[src/rtl/instr_src_pkg.sv]
// Shared types for the instruction-source sequencer: FSM states, the NOP encoding and the FIFO entry.
package instr_src_pkg;

    typedef enum logic [1:0] {
        ST_MEM   = 2'd0,
        ST_EXT   = 2'd1,
        ST_DRAIN = 2'd2
    } instr_src_state_e;

    localparam logic [31:0] NOP_INSTR = 32'h0000_0013;

    typedef struct packed {
        logic        last;
        logic [31:0] instr;
    } instr_entry_t;

endpackage

[src/rtl/instr_src_fifo.sv]
// Synchronous instruction FIFO; push/pop take effect at the clock edge, the head is visible combinationally.
// A full FIFO refuses pushes even when popping in the same cycle; flush empties it and drops a same-cycle push.
module instr_src_fifo
    import instr_src_pkg::*;
#(
    parameter int FIFO_DEPTH = 4
) (
    input  logic         clk,
    input  logic         reset,
    input  logic         flush_i,
    input  logic         push_i,
    input  instr_entry_t push_dat_i,
    input  logic         pop_i,
    output instr_entry_t head_o,
    output logic         full_o,
    output logic         empty_o
);

    localparam int AW = $clog2(FIFO_DEPTH);

    instr_entry_t   mem_q [FIFO_DEPTH];
    logic [AW:0]    wr_ptr_q;
    logic [AW:0]    rd_ptr_q;
    logic           push_en;
    logic           pop_en;

    // Extra pointer bit distinguishes full from empty when the indices match.
    assign full_o  = (wr_ptr_q[AW] != rd_ptr_q[AW]) && (wr_ptr_q[AW-1:0] == rd_ptr_q[AW-1:0]);
    assign empty_o = (wr_ptr_q == rd_ptr_q);
    assign head_o  = mem_q[rd_ptr_q[AW-1:0]];

    assign push_en = push_i && !full_o && !flush_i;
    assign pop_en  = pop_i && !empty_o && !flush_i;

    always_ff @(posedge clk or posedge reset) begin
        if (reset) begin
            wr_ptr_q <= '0;
            rd_ptr_q <= '0;
        end else if (flush_i) begin
            wr_ptr_q <= '0;
            rd_ptr_q <= '0;
        end else begin
            if (push_en) wr_ptr_q <= wr_ptr_q + 1'b1;
            if (pop_en)  rd_ptr_q <= rd_ptr_q + 1'b1;
        end
    end

    always_ff @(posedge clk) begin
        if (push_en) mem_q[wr_ptr_q[AW-1:0]] <= push_dat_i;
    end

endmodule

[src/rtl/instr_src_ctrl.sv]
// Instruction-source sequencer: buffers external words, injects them one per unstalled cycle, drains with NOPs.
// First word appears one edge after it is popped; stall freezes all registered outputs; req_ready = FIFO not full.
// Optional starvation timeout enabled by defining INSTR_SRC_TIMEOUT_EN.
module instr_src_ctrl
    import instr_src_pkg::*;
#(
    parameter int FIFO_DEPTH   = 4,
    parameter int DRAIN_CYCLES = 5,
    parameter int TIMEOUT      = 64
) (
    input  logic        clk,
    input  logic        reset,
    input  logic        ext_en,
    input  logic        abort,
    input  logic        stall,
    input  logic        req_valid,
    input  logic [31:0] req_instr,
    input  logic        req_last,
    output logic        req_ready,
    output logic        instr_mode,
    output logic [31:0] instr_ext,
    output logic        busy,
    output logic        done,
    output logic [15:0] issued_count,
    output logic        timeout_err
);

    localparam int DW = $clog2(DRAIN_CYCLES + 1);

    instr_src_state_e state_q;
    logic             instr_mode_q;
    logic [31:0]      instr_ext_q;
    logic             busy_q;
    logic             done_q;
    logic [15:0]      issued_count_q;
    logic [DW-1:0]    drain_cnt_q;

    instr_entry_t     push_dat;
    instr_entry_t     head;
    logic             fifo_full;
    logic             fifo_empty;
    logic             flush;
    logic             force_drain;
    logic             pop;
    logic             timeout_hit;

    assign push_dat    = '{last: req_last, instr: req_instr};
    assign req_ready   = !fifo_full;
    assign flush       = abort || timeout_hit;
    assign force_drain = flush && (state_q != ST_MEM);
    assign pop         = !flush && !stall && !fifo_empty &&
                         (((state_q == ST_MEM) && ext_en) || (state_q == ST_EXT));

    instr_src_fifo #(
        .FIFO_DEPTH (FIFO_DEPTH)
    ) u_fifo (
        .clk        (clk),
        .reset      (reset),
        .flush_i    (flush),
        .push_i     (req_valid),
        .push_dat_i (push_dat),
        .pop_i      (pop),
        .head_o     (head),
        .full_o     (fifo_full),
        .empty_o    (fifo_empty)
    );

`ifdef INSTR_SRC_TIMEOUT_EN
    localparam int SW = $clog2(TIMEOUT + 1);

    logic [SW-1:0] starve_q;
    logic          timeout_err_q;

    assign timeout_hit = (state_q == ST_EXT) && !stall && fifo_empty &&
                         (starve_q == SW'(TIMEOUT - 1));
    assign timeout_err = timeout_err_q;

    always_ff @(posedge clk or posedge reset) begin
        if (reset) begin
            starve_q      <= '0;
            timeout_err_q <= 1'b0;
        end else begin
            if (pop || flush || state_q != ST_EXT) starve_q <= '0;
            else if (!stall && fifo_empty)         starve_q <= starve_q + 1'b1;
            if (timeout_hit) timeout_err_q <= 1'b1;
        end
    end
`else
    assign timeout_hit = 1'b0;
    // TIMEOUT is always positive, so this is a constant 0.
    assign timeout_err = (TIMEOUT < 0);
`endif

    always_ff @(posedge clk or posedge reset) begin
        if (reset) begin
            state_q        <= ST_MEM;
            instr_mode_q   <= 1'b0;
            instr_ext_q    <= NOP_INSTR;
            busy_q         <= 1'b0;
            done_q         <= 1'b0;
            issued_count_q <= '0;
            drain_cnt_q    <= '0;
        end else begin
            done_q <= 1'b0;
            if (force_drain) begin
                // The NOP driven on this edge already counts as the first drain NOP.
                state_q      <= ST_DRAIN;
                instr_mode_q <= 1'b1;
                instr_ext_q  <= NOP_INSTR;
                busy_q       <= 1'b1;
                drain_cnt_q  <= DW'(1);
            end else begin
                case (state_q)
                    ST_MEM: begin
                        if (pop) begin
                            state_q        <= head.last ? ST_DRAIN : ST_EXT;
                            instr_mode_q   <= 1'b1;
                            instr_ext_q    <= head.instr;
                            busy_q         <= 1'b1;
                            issued_count_q <= 16'd1;
                            drain_cnt_q    <= '0;
                        end
                    end
                    ST_EXT: begin
                        if (!stall) begin
                            if (pop) begin
                                instr_ext_q <= head.instr;
                                if (issued_count_q != 16'hFFFF)
                                    issued_count_q <= issued_count_q + 16'd1;
                                if (head.last) begin
                                    state_q     <= ST_DRAIN;
                                    drain_cnt_q <= '0;
                                end
                            end else begin
                                instr_ext_q <= NOP_INSTR;
                            end
                        end
                    end
                    ST_DRAIN: begin
                        if (!stall) begin
                            instr_ext_q <= NOP_INSTR;
                            if (drain_cnt_q == DW'(DRAIN_CYCLES)) begin
                                state_q      <= ST_MEM;
                                instr_mode_q <= 1'b0;
                                busy_q       <= 1'b0;
                                done_q       <= 1'b1;
                            end else begin
                                drain_cnt_q <= drain_cnt_q + 1'b1;
                            end
                        end
                    end
                    default: state_q <= ST_MEM;
                endcase
            end
        end
    end

    assign instr_mode   = instr_mode_q;
    assign instr_ext    = instr_ext_q;
    assign busy         = busy_q;
    assign done         = done_q;
    assign issued_count = issued_count_q;

endmodule

[config.mk]
export PLATFORM = sky130hd
export DESIGN_NAME = instr_src_ctrl
export DESIGN_NICKNAME = d
export VERILOG_FILES = /design/src/rtl/instr_src_pkg.sv /design/src/rtl/instr_src_fifo.sv /design/src/rtl/instr_src_ctrl.sv
export SDC_FILE = /design/constraint.sdc
export NUM_CORES = 1
export LEC_CHECK = 0
export ABC_AREA = 1
export BUFFER_PORTS_ARGS = -buffer_cell sky130_fd_sc_hd__buf_2
export CAP_MARGIN = 20
export CELL_PAD_IN_SITES_DETAIL_PLACEMENT = 1
export CELL_PAD_IN_SITES_GLOBAL_PLACEMENT = 2
export CORE_MARGIN = 10
export CORE_UTILIZATION = 35
export CTS_BUF_LIST = sky130_fd_sc_hd__clkbuf_16
export DETAILED_ROUTE_END_ITERATION = 7
export PLACE_DENSITY_LB_ADDON = 0.08
export SYNTH_ARGS = -nofsm -noshare
export SYNTH_HDL_FRONTEND = slang
export SYNTH_SLANG_ARGS = --single-unit
[constraint.sdc]
create_clock -name clk -period 2.8 [get_ports clk]
set_input_delay 0.14 -clock clk [delete_from_list [all_inputs] [get_ports clk]]
set_output_delay 0.14 -clock clk [all_outputs]
set_load 0.01 [all_outputs]
# == Word level (Yosys, flattened, before mapping) ==
# Memory sizes are Yosys's and may differ from the RTL's.
# Cells that the tools add are included.
# totals
latch_bits,0
n_memories,1
mem_bits_ro,0
elab_cells,102
mem_bits_rw,132
regBits,61
output_inout_bits,53
inputBits,39
# op_classes
n_mul,0
eq_ne,18
reduce_logical,27
n_div,0
n_addsub,4
n_lt_le_gt_ge,0
n_shift,0
muxes,43
bitwise_logic,1
# mem_list
memory,words,word_bits,read_ports,rd_ports_with_merged_regs,wr,line_no,text
u_fifo.mem_q,4,33,1,0,1,instr_src_fifo.sv:21,instr_entry_t mem_q [FIFO_DEPTH];
# op_table
op,count
$mux W32,5
$pmux W32 S3,1
$mux W16,4
$mux W3,11
$pmux W16 S2,1
$add A16 B1 Y16 const B,1
$mux W2,8
$ne A16 B16 Y1 const B,1
$ne A3 B3 Y1 const B,5
$reduce_and A6 Y1,2
$logic_and A1 B1 Y1,10
$mux W1,10
$add A3 B1 Y3 const B,3
$pmux W3 S3,1
$reduce_and A4 Y1,2
$reduce_bool A2 Y1,4
$reduce_and A7 Y1,1
$ne A2 B1 Y1 const B,3
$ne A3 B2 Y1 const B,2
$pmux W2 S3,1
$logic_not A1 Y1,4
$reduce_bool A4 Y1,1
$eq A3 B3 Y1,1
$eq A3 B3 Y1 const B,1
other kinds (10),10

# == Logic depth before layout (Yosys ltp) ==
# Gate-level depths: netlist of run 1.
# logic_depth
word_depth,8
depth_mapped,12
ltp_nobuf,11

# == Cells and area by module ==
# From an unflattened synthesis of run 1, not the netlist that was laid out.
# unflattened
hier_cells,799
hier_area_um2,8506.9
# by_module_without_submodules
module,cells_each,area_each_um2,n_inst,seq_area_each_um2
instr_src_fifo,384,5420.2,1,4113.9
instr_src_ctrl,415,3086.7,1,1380.1

# == Worst setup path after synthesis of run 1 ==
# No wires, ideal clock.
# synth_timing
path_type,register to register
start,register u_fifo.rd_ptr_q[1]
end,memory u_fifo.mem_q[0][0] in the netlist's numbering (enable)
arrival_ns,2.473
stages_incl_launch_ff,10
path_slack_ns,-0.096
required_ns,2.377
n_path_buf,1
setup_ns,0.423
synth_period_minus_slack_ns,2.896
path_cell_list,dfrtp_1 > buf_4 > inv_2 > nand2_1 > nand2_1 > nand4_1 > nand2_1 > inv_1 > nand2_1 > nor2_1
# synth_between
elab_chain_len,7
# synth_lines
item,line_no,text
"start, declared",instr_src_fifo.sv:23,logic [AW:0] rd_ptr_q;
"start signal, assigned",instr_src_fifo.sv:44,if (pop_en) rd_ptr_q <= rd_ptr_q + 1'b1;
$eq A2 B2 Y1,instr_src_fifo.sv:28,assign full_o = (wr_ptr_q[AW] != rd_ptr_q[AW]) && (wr_ptr_q[AW-1:0] == rd_ptr_q[AW-1:0]);
$logic_and A1 B1 Y1,instr_src_fifo.sv:28,
$logic_not A1 Y1,--,
net req_ready,instr_src_ctrl.sv:19,"output logic req_ready,"
$logic_and A1 B1 Y1 (2 in a row),instr_src_fifo.sv:32,assign push_en = push_i && !full_o && !flush_i;
$mux W1,instr_src_fifo.sv:49,if (push_en) mem_q[wr_ptr_q[AW-1:0]] <= push_dat_i;
$mux W1 (not written as such),instr_src_fifo.sv:49,
"end, declared",instr_src_fifo.sv:21,
# The timed path passes the listed nets, and every way through them passes these cells.

# == Worst setup path in the final report of run 1 ==
# layout_timing
start,register state_q[1]
end,register instr_ext_q[24] (netlist: instr_ext[24])
# layout_between
elab_chain_len,8
elab_cells_between_ends,17
cone_classes,5 x eq/ne; 4 x mux; 8 x reduce/logical
# layout_lines
item,line_no,text
"start, declared",instr_src_ctrl.sv:30,instr_src_state_e state_q;
"start signal, assigned",instr_src_ctrl.sv:116,state_q <= head.last ? ST_DRAIN : ST_EXT;
$logic_not A2 Y1,"instr_src_ctrl.sv:52, instr_src_ctrl.sv:113",
$logic_and A1 B1 Y1,instr_src_ctrl.sv:52,(((state_q == ST_MEM) && ext_en) || (state_q == ST_EXT));
$logic_or A1 B1 Y1,instr_src_ctrl.sv:52,
$logic_and A1 B1 Y1,instr_src_ctrl.sv:51,assign pop = !flush && !stall && !fifo_empty &&
$mux W32,instr_src_ctrl.sv:126,if (pop) begin
$mux W32,instr_src_ctrl.sv:125,if (!stall) begin
$pmux W32 S3,instr_src_ctrl.sv:113,case (state_q)
$mux W32,instr_src_ctrl.sv:105,if (force_drain) begin
"end signal, assigned",instr_src_ctrl.sv:118,instr_ext_q <= head.instr;
"end signal, assigned",instr_src_ctrl.sv:127,instr_ext_q <= head.instr;
"end, declared",instr_src_ctrl.sv:32,logic [31:0] instr_ext_q;
# Parallel ways exist; a longest one is shown, timed or not. The select of a mux whose other input is x is not followed.
# A chain may end at the register's enable or synchronous reset.

==> results.txt, run 1 <==
outcome - complete, no violations
Max Clk Rate - 453 MHz
Worst-path clk slew - 0.08 ns
Post-Route Utilization - 43.1%
Antenna diodes - 0
number of port buffers - 90
sequential-to-total area share from yosys stat - 66.8%
leakage - 4.05 nW
post-route setup TNS - 0 ns
critical hold path startpoint - abort
worst min-delay path class - in2reg
clock net sink count - 193
Worst Setup End Kind - flop
syn nets - 805
gr usage total - 14.5%
Initial DRC Count - 234
Max-Cap Viols - 0
Gate power share - 23.6%
M1 GR Usage - 17.0%
first-pass GRT wire length - 34900 um
WHS - 0.0828 ns
via count - 5839
RSZ-0062 raised after global routing - false
clock tree from TritonCTS - yes
R2R Setup Slk - 0.59 ns
drt via density - 4.83
postcts setup bufs - 0
nets@finish - 926
Max FO, Critical Path - 64
Ys Warns - 0
placed instance area - 9080 um2
sequential share of power - 44.9%
routing usage on met2 - 26.8%
number of global-route vias before repair - 6505
cells after synthesis - 755
post-place setup slack - 0.584 ns
routed length per instance - 18.1 um
CP max stage delay - 0.54 ns
Clock Latency Late Sink - 0.43 ns
Routed Antenna Nets - 0
GP Congestion - 0.784
dpl hpwl - 13700 um
Die ar. - 30000 um2
layout cells sized above 1 - 18.2%
Critical path origin - state_q[1]
Initial Util - 35.3%
Final Routed Wirelength - 21900 um
startpoint types - flop
Worst Clk Skew - 0.0154 ns
# DRC - 0
Seq cells post-synth - 193
Hold Fails Final Rpt - 0
row count - 56
largest net degree at the start of global routing - 69
switching share of power - 33.1%
reg-to-reg startpoint - state_q[1]
Crit path buffers/inverters - 2
period utilisation layout - 78.9%
CTS Buf Count - 17
max-slew violation count - 0
fin crit period - 2.21 ns
GRT overflow - 0
WP data arrival - 2.55 ns
ranking of synthesized cells by area - edfxtp_1 48%, dfrtp_1 18%, nand2_1 10%
Synth Area per Inst - 10.9 um2
Setup Viol. Count Final - 0
Slew @ Worst Pin - 0.935 ns
Hold-fix buffers, CTS - 35
Core Area - 23300 um2
Slew headroom - 37.4%
CTS root buf - clkbuf_16
Area Growth Syn to Fin - 22.0%
Cell Area, Synth - 8220 um2
number of antenna violations at the first check in global routing - 0
PnR worst setup slack - 0.592 ns
worst vdd ir - 476 uV
Post-CTS Resized - 0
global routing's busiest layer - met2
final instance area - 10000 um2
H-tree Lvls - 4
worst path required time - 3.14 ns
drt pass-1 iters - 4
cell family with most CP delay - buffers and inverters
Die X-Extent - 173 um
critical-path cell list - inv_1 > ha_1 > nor2_4 > nor2_2 > o21ai_2 > nand3_4 > buf_4 > nand2_1 > o21ai_1
Ports - 92
M3 GR Usage - 2.64%
Sw Pwr - 2.59 mW
Synth area leader - edfxtp_1
slowest CP cell - buf_4
clock power share - 31.5%
Pint - 5.22 mW
crit path kind - reg2reg
Synth top area share - 48.2%
Die Y - 173 um
Clock Path Buffers - 2
synth unique cells - 34
Pwr per Cell Area - 779 nW/um2
==> state kept, by name, summed over array words and instances (netlist names), 2 cells and up <==
name,cells
issued_count,16
state_q,2
u_fifo.wr_ptr_q,3
u_fifo.rd_ptr_q,3
u_fifo.mem_q,132
instr_ext,32
drain_cnt_q,3
==> path summary, 6_finish.rpt <==
path | to | cells past startpoint
min reg2reg | instr_ext[20] | 2
min | u_fifo.wr_ptr_q[2] | 4
max reg2reg | instr_ext[24] | 9
min in group asynchronous | issued_count[15] | 3
max in group asynchronous | instr_ext[0] | 4
max | instr_ext[24] | 9
==> power by group through the flow <==
stage,Sequential [mW],Combinational (mW),Clock (mW)
after global placement,3.56,1.80,0
after CTS,3.51,1.90,2.52
after global routing,3.54,2.10,2.64
after floorplan,3.61,1.20,0
final,3.51,1.84,2.46
after detailed placement,3.57,1.86,0
==> cells by family (layout without fill, tap and decap cells) <==
family / count (synthesis) / count (layout) / synth area share (%)
buffers and inverters: 77 / 211 / 4.32
AOI/OAI and AO/OA: 155 / 155 / 10.7
xor gates and xnor gates: 11 / 11 / 1.17
and+or+nand+nor: 307 / 307 / 15.3
other: 1 / 1 / 0.0456
DFF: 193 / 193 / 66.8
adders and majority gates: 11 / 11 / 1.67
==> area by class of cell <==
| type | count | area, um2 |
|---|---|---|
| flip-flops and latches | 193 | 5500 |
| clock inverters | 15 | 175 |
| multi-input cells | 485 | 2410 |
| repair buffers | 139 | 968 |
| inverters | 40 | 150 |
| fillers | 2570 | 13200 |
| clock buffers | 17 | 425 |
| well taps | 319 | 399 |
==> metrics by stage <==
step,std cells,power (mW)
2_1_floorplan,755,4.81
3_3_place_gp,1141,5.36
3_5_place_dp,1141,5.43
4_1_cts,1208,7.94
5_1_grt,1208,8.28
6_report,1208,7.81
==> cells in the final DEF (no fill, tap or decap), types with 4 or more instances in the layout <==
master / n
ha_1: 11
nand3_2: 4
dfrtp_1: 57
nand2_1: 218
nor2_4: 6
a21oi_1: 49
nor2_1: 44
o21ai_1: 37
nand4_1: 4
a22oi_1: 24
buf_12: 5
o21ai_0: 27
clkbuf_16: 17
inv_2: 6
edfxtp_1: 132
inv_8: 6
o22ai_1: 6
nor3_1: 4
o21bai_1: 6
xor2_1: 10
nand3_1: 22
dlygate4sd3_1: 35
inv_1: 35
buf_4: 9
buf_2: 90
==> layer usage <==
layer,share of wire (%),up-vias,wire [um]
met3,2.7,10,586
met4,0.51,0,111
met1,44,2915,9660
li1,-,2824,-
met5,0,-,0
met2,53,90,11500
==> Yosys cell counts (all sizes together) <==
cell / count
inv: 40
a22oi: 24
nand4: 4
dfstp: 3
edfxtp: 132
o22ai: 6
xor2: 10
conb: 1
o22a: 3
dfrtp: 58
clkbuf: 12
a31o: 1
o21ai: 66
xnor2: 1
nand3: 27
buf: 25
nor4: 1
nor2: 52
nand2: 219
ha: 11
nor3: 4
a21oi: 49
o21bai: 6
==> worst min-delay path, cell delays in order <==
cell and delay (ns):
buf_2 0.12, inv_2 0.11, nand2_1 0.08, nor2_1 0.03
Power figures use the tool's default switching activity.
==> run 2, diff against run 1 <==
Settings changed: CORE_UTILIZATION 35 to 38.
Clock period 2.8 ns to 2.3 ns, I/O delays scaled along.
==> results.txt, run 2 (synthesized netlist as in run 1, its figures left out) <==
outcome - complete, no violations (unchanged)
placed instance area - 9030 um2 (was 9080 um2)
Slew headroom - 37.4% (about the same)
number of antenna violations at the first check in global routing - 0 (unchanged)
via count - 5935 (was 5839)
routed length per instance - 18.3 um (was 18.1 um)
number of port buffers - 90 (unchanged)
slowest CP cell - dfrtp_1 (was buf_4)
Max-Cap Viols - 0 (unchanged)
Crit path buffers/inverters - 3 (was 2)
number of global-route vias before repair - 6467 (was 6505)
Initial Util - 38.9% (was 35.3%)
commonest non-fill, non-tap cell in the layout - nand2_1 (unchanged)
crit path kind - reg2reg (unchanged)
Ports - 92 (unchanged)
final instance area - 9970 um2 (was 10000 um2)
Antenna diodes - 0 (unchanged)
commonest non-fill, non-tap cells in the layout - 218 x nand2_1, 132 x edfxtp_1, 90 x buf_2, 57 x dfrtp_1, 49 x a21oi_1 (unchanged)
Die ar. - 27900 um2 (was 30000 um2)
WHS - 0.0760 ns (was 0.0828 ns)
largest net degree at the start of global routing - 69 (unchanged)
# DRC - 0 (unchanged)
Die X-Extent - 167 um (was 173 um)
RSZ-0062 raised after global routing - false (unchanged)
clock tree from TritonCTS - yes (unchanged)
CP max stage delay - 0.43 ns (was 0.54 ns)
first-pass GRT wire length - 34900 um (about the same)
gr usage total - 15.5% (was 14.5%)
cell family with most CP delay - simple AND/OR/NAND/NOR gates (was buffers and inverters)
most frequent CP cell - nand2_1
clock net sink count - 193 (unchanged)
Hold Fails Final Rpt - 0 (unchanged)
Core Area - 21200 um2 (was 23300 um2)
Max FO, Critical Path - 33 (was 64)
Die Y - 167 um (was 173 um)
Max Clk Rate - 474 MHz (was 453 MHz)
WP data arrival - 2.22 ns (was 2.55 ns)
layout cells sized above 1 - 18.6% (was 18.2%)
dpl hpwl - 13800 um (was 13700 um)
Clock Latency Late Sink - 0.44 ns (was 0.43 ns)
Worst Clk Skew - 0.0205 ns (was 0.0154 ns)
worst vdd ir - 563 uV (was 476 uV)
Initial DRC Count - 274 (was 234)
worst min-delay path class - in2reg (unchanged)
Worst Setup End Kind - flop (unchanged)
max FFs per register - 132 (unchanged)
drt via density - 5.09 (was 4.83)
GRT overflow - 0 (unchanged)
period utilisation layout - 91.7% (was 78.9%)
H-tree Lvls - 4 (unchanged)
Worst-path clk slew - 0.08 ns (about the same)
Setup Viol. Count Final - 0 (unchanged)
row count - 53 (was 56)
GP Congestion - 0.763 (was 0.784)
Routed Antenna Nets - 0 (unchanged)
worst path required time - 2.42 ns (was 3.14 ns)
Slew @ Worst Pin - 0.936 ns (was 0.935 ns)
Final Routed Wirelength - 21400 um (was 21900 um)
Area Growth Syn to Fin - 21.2% (was 22.0%)
leakage - 4.05 nW (about the same)
Pwr per Cell Area - 942 nW/um2 (was 779 nW/um2)
Clock Path Buffers - 2 (unchanged)
drt pass-1 iters - 4 (unchanged)
CTS root buf - clkbuf_16 (unchanged)
nets@finish - 929 (was 926)
startpoint types - flop (unchanged)
critical-path cell list - inv_1 > nand2_1 > nand2_1 > nand4_1 > nand2_1 > inv_1 > nand2_1 > nor2_4 > buf_12 (was inv_1 > ha_1 > nor2_4 > nor2_2 > o21ai_2 > nand3_4 > buf_4 > nand2_1 > o21ai_1)
max-slew violation count - 0 (unchanged)
CTS Buf Count - 17 (unchanged)
fin crit period - 2.11 ns (was 2.21 ns)
==> run 2: changes by cell type in the layout (fill, tap and decap cells not counted), sizes merged <==
cell    before  now
clkinv       4    8
bufinv       1    0
buf        104  107
inv         48   45
==> run 2: worst min-delay path, stage by stage <==
cell,delay (ns)
buf_2,0.11
inv_2,0.11
nand2_1,0.09
nor2_1,0.04
==> run 2: final timing paths <==
path / startpoint / to / slack (ns) / cells past startpoint
max: u_fifo.wr_ptr_q[0] / u_fifo.mem_q[2][29] / 0.19 / 9
min: abort / u_fifo.wr_ptr_q[2] / 0.08 / 4
max reg2reg: u_fifo.wr_ptr_q[0] / u_fifo.mem_q[2][29] / 0.19 / 9
min reg2reg: instr_ext[0] / instr_ext[0] / 0.48 / 2
max in group asynchronous: reset / instr_ext[5] / 1.26 / 4
min in group asynchronous: reset / done / 0.38 / 3
==> run 2: layout make-up <==
type,count,area (um2)
fill,2300,11200
sequential,193,5500
multi-input combinational,485,2420
timing repair buffer,142,986
clock buffer,17,425
tap,275,344
inverter,40,150
clock inverter,15,148
==> run 2: stage by stage <==
stage / setup WS [ns] / instances / total power, mW / setup TNS, ns / util (%)
4_1_cts: 0.123 / 1167 / 9.52 / 0 / 47.1
5_1_grt: 0.0197 / 1167 / 9.99 / 0 / 47.1
6_report: 0.191 / 1167 / 9.39 / 0 / 47.1
3_3_place_gp: 0.299 / 1100 / 6.50 / 0 / 42.7
3_5_place_dp: 0.165 / 1100 / 6.59 / 0 / 42.7
2_1_floorplan: -0.0968 / 755 / 5.85 / -12.78 / -
==> run 2: timing repair <==
action	4_1_cts	5_1_grt
gates resized for setup	0	3
hold endpoints to repair	160	0
endpoints found under the setup margin	0	20
hold buffers	35	0
buffers inserted	0	0
==> run 2: layer usage <==
metal / global-route usage (%) / share of wire [%] / vias up
li1: - / - / 2842
met2: 27.3 / 51 / 104
met3: 3.11 / 3.3 / 14
met4: 4.20 / 0.90 / 0
met1: 18.8 / 44 / 2975
met5: 0 / 0 / -
==> run 2: where the power goes <==
group          switching (mW)  internal [mW]  leakage, nW
sequential              0.176           4.07         2.01
combinational            1.53          0.755         1.76
clock                    1.42           1.44        0.276
==> run 3, diff against run 2 <==
Settings changed: GPL_TIMING_DRIVEN set to 1, PLACE_DENSITY set to 0.89, PLACE_DENSITY_LB_ADDON 0.08 to not set, RECOVER_POWER set to 100.
==> results.txt, run 3 (synthesized netlist as in run 1, its figures left out) <==
layout cells sized above 1 - 9.09% (was 18.6%)
first-pass GRT wire length - 34500 um (was 34900 um)
Clock Latency Late Sink - 0.44 ns (about the same)
crit path kind - reg2reg (unchanged)
Max FO, Critical Path - 10 (was 33)
# DRC - 0 (unchanged)
nets@finish - 939 (was 929)
CTS Buf Count - 17 (unchanged)
via count - 5991 (was 5935)
Initial Util - 38.9% (unchanged)
Initial DRC Count - 443 (was 274)
CTS root buf - clkbuf_16 (unchanged)
worst min-delay path class - in2reg (unchanged)
outcome - complete, no violations (unchanged)
Core Area - 21200 um2 (unchanged)
fin crit period - 2.15 ns (was 2.11 ns)
number of global-route vias before repair - 6468 (was 6467)
worst path required time - 2.63 ns (was 2.42 ns)
worst vdd ir - 547 uV (was 563 uV)
GP Congestion - 0.794 (was 0.763)
critical-path cell list - inv_1 > ha_2 > nor2_4 > nor2_2 > nand3_1 > o21ai_4 > buf_12 > nand2_1 > o21ai_1 (was inv_1 > nand2_1 > nand2_1 > nand4_1 > nand2_1 > inv_1 > nand2_1 > nor2_4 > buf_12)
startpoint types - flop (unchanged)
Antenna diodes - 0 (unchanged)
Die ar. - 27900 um2 (unchanged)
dpl hpwl - 14300 um (was 13800 um)
final instance area - 9890 um2 (was 9970 um2)
number of antenna violations at the first check in global routing - 0 (unchanged)
largest net degree at the start of global routing - 69 (unchanged)
clock net sink count - 193 (unchanged)
placed instance area - 9100 um2 (was 9030 um2)
Final Routed Wirelength - 22000 um (was 21400 um)
Clock Path Buffers - 2 (unchanged)
clock tree from TritonCTS - yes (unchanged)
Ports - 92 (unchanged)
Routed Antenna Nets - 0 (unchanged)
Area Growth Syn to Fin - 20.2% (was 21.2%)
row count - 53 (unchanged)
Worst-path clk slew - 0.07 ns (was 0.08 ns)
Die X-Extent - 167 um (unchanged)
drt pass-1 iters - 4 (unchanged)
routed length per instance - 18.7 um (was 18.3 um)
gr usage total - 15.2% (was 15.5%)
slowest CP cell - dfrtp_1 (unchanged)
GRT overflow - 0 (unchanged)
Post-Route Utilization - 46.7% (was 47.1%)
commonest non-fill, non-tap cells in the layout - 218 x nand2_1, 132 x edfxtp_1, 85 x clkbuf_1, 57 x dfrtp_1, 49 x a21oi_1 (was 218 x nand2_1, 132 x edfxtp_1, 90 x buf_2, 57 x dfrtp_1, 49 x a21oi_1)
WP data arrival - 2.48 ns (was 2.22 ns)
Setup Viol. Count Final - 0 (unchanged)
commonest non-fill, non-tap cell in the layout - nand2_1 (unchanged)
leakage - 3.81 nW (was 4.05 nW)
Slew headroom - 37.9% (was 37.4%)
number of port buffers - 90 (unchanged)
Worst Setup End Kind - flop (unchanged)
Die Y - 167 um (unchanged)
H-tree Lvls - 4 (unchanged)
max FFs per register - 132 (unchanged)
Hold Fails Final Rpt - 0 (unchanged)
Slew @ Worst Pin - 0.930 ns (was 0.936 ns)
Max-Cap Viols - 0 (unchanged)
period utilisation layout - 93.6% (was 91.7%)
Worst Clk Skew - 0.0193 ns (was 0.0205 ns)
Pwr per Cell Area - 961 nW/um2 (was 942 nW/um2)
drt via density - 5.09 (about the same)
max-slew violation count - 0 (unchanged)
CP max stage delay - 0.38 ns (was 0.43 ns)
Max Clk Rate - 465 MHz (was 474 MHz)
## run 3: critical path, delay by kind of cell, from the launching register on
family,cells,cell delay (ns)
and+or+nand+nor,4,0.69
adders and majority gates,1,0.27
DFF,1,0.38
buffers and inverters,2,0.27
AOI/OAI and AO/OA,2,0.43
## run 3: area by class of cell
| type | instances | area, um2 |
|---|---|---|
| clock buffer | 17 | 425 |
| clock inverter | 15 | 135 |
| fill | 2372 | 11300 |
| inverter | 40 | 150 |
| multi-input combinational | 486 | 2420 |
| sequential | 193 | 5500 |
| tap | 275 | 344 |
| timing repair buffer | 151 | 920 |
## run 3: through the flow
step / setup TNS, ns / power (mW) / hold WS [ns] / setup slack, ns / instances
6_report: 0 / 9.50 / 0.0769 / 0.148 / 1177
3_3_place_gp: 0 / 6.56 / 0.206 / 0.301 / 1107
4_1_cts: 0 / 9.56 / 0.0632 / 0.0475 / 1174
2_1_floorplan: -12.78 / 5.85 / 0.181 / -0.0968 / 755
5_1_grt: -0.0149 / 10.1 / 0.105 / -0.00984 / 1177
3_5_place_dp: 0 / 6.66 / 0.209 / 0.0679 / 1107
## run 3: path summary, 6_finish.rpt
path / startpoint / endpoint / slack, ns / cells after the start
setup / recovery: state_q[0] / instr_ext[15] / 0.15 / 9
hold / removal: abort / u_fifo.wr_ptr_q[2] / 0.08 / 4
max in group asynchronous: reset / instr_ext[13] / 0.54 / 4
hold reg to reg: instr_ext[1] / instr_ext[1] / 0.48 / 2
min in group asynchronous: reset / issued_count[12] / 0.43 / 3
setup reg to reg: state_q[0] / instr_ext[15] / 0.15 / 9
## run 3: repair_timing
action / CTS / global route
hold buffers: 35 / 0
gates resized for setup: 0 / 2
buffers inserted: 0 / 2
endpoints found under the setup margin: 0 / 4
hold endpoints to repair: 153 / 0
## run 3: metal layers
layer  share of wire, %  GRT usage, %  vias up
met5                  0             0        -
met4                1.2          4.31        0
met3                4.2          3.11       17
met2                 50          26.2      128
met1                 45          19.0     2979
li1                   -             -     2867
## run 3: report_power, final
part	leakage, nW	total, mW	internal (mW)	switching [mW]
combinational	1.52	2.41	0.779	1.63
sequential	2.01	4.26	4.07	0.188
clock	0.286	2.84	1.51	1.33
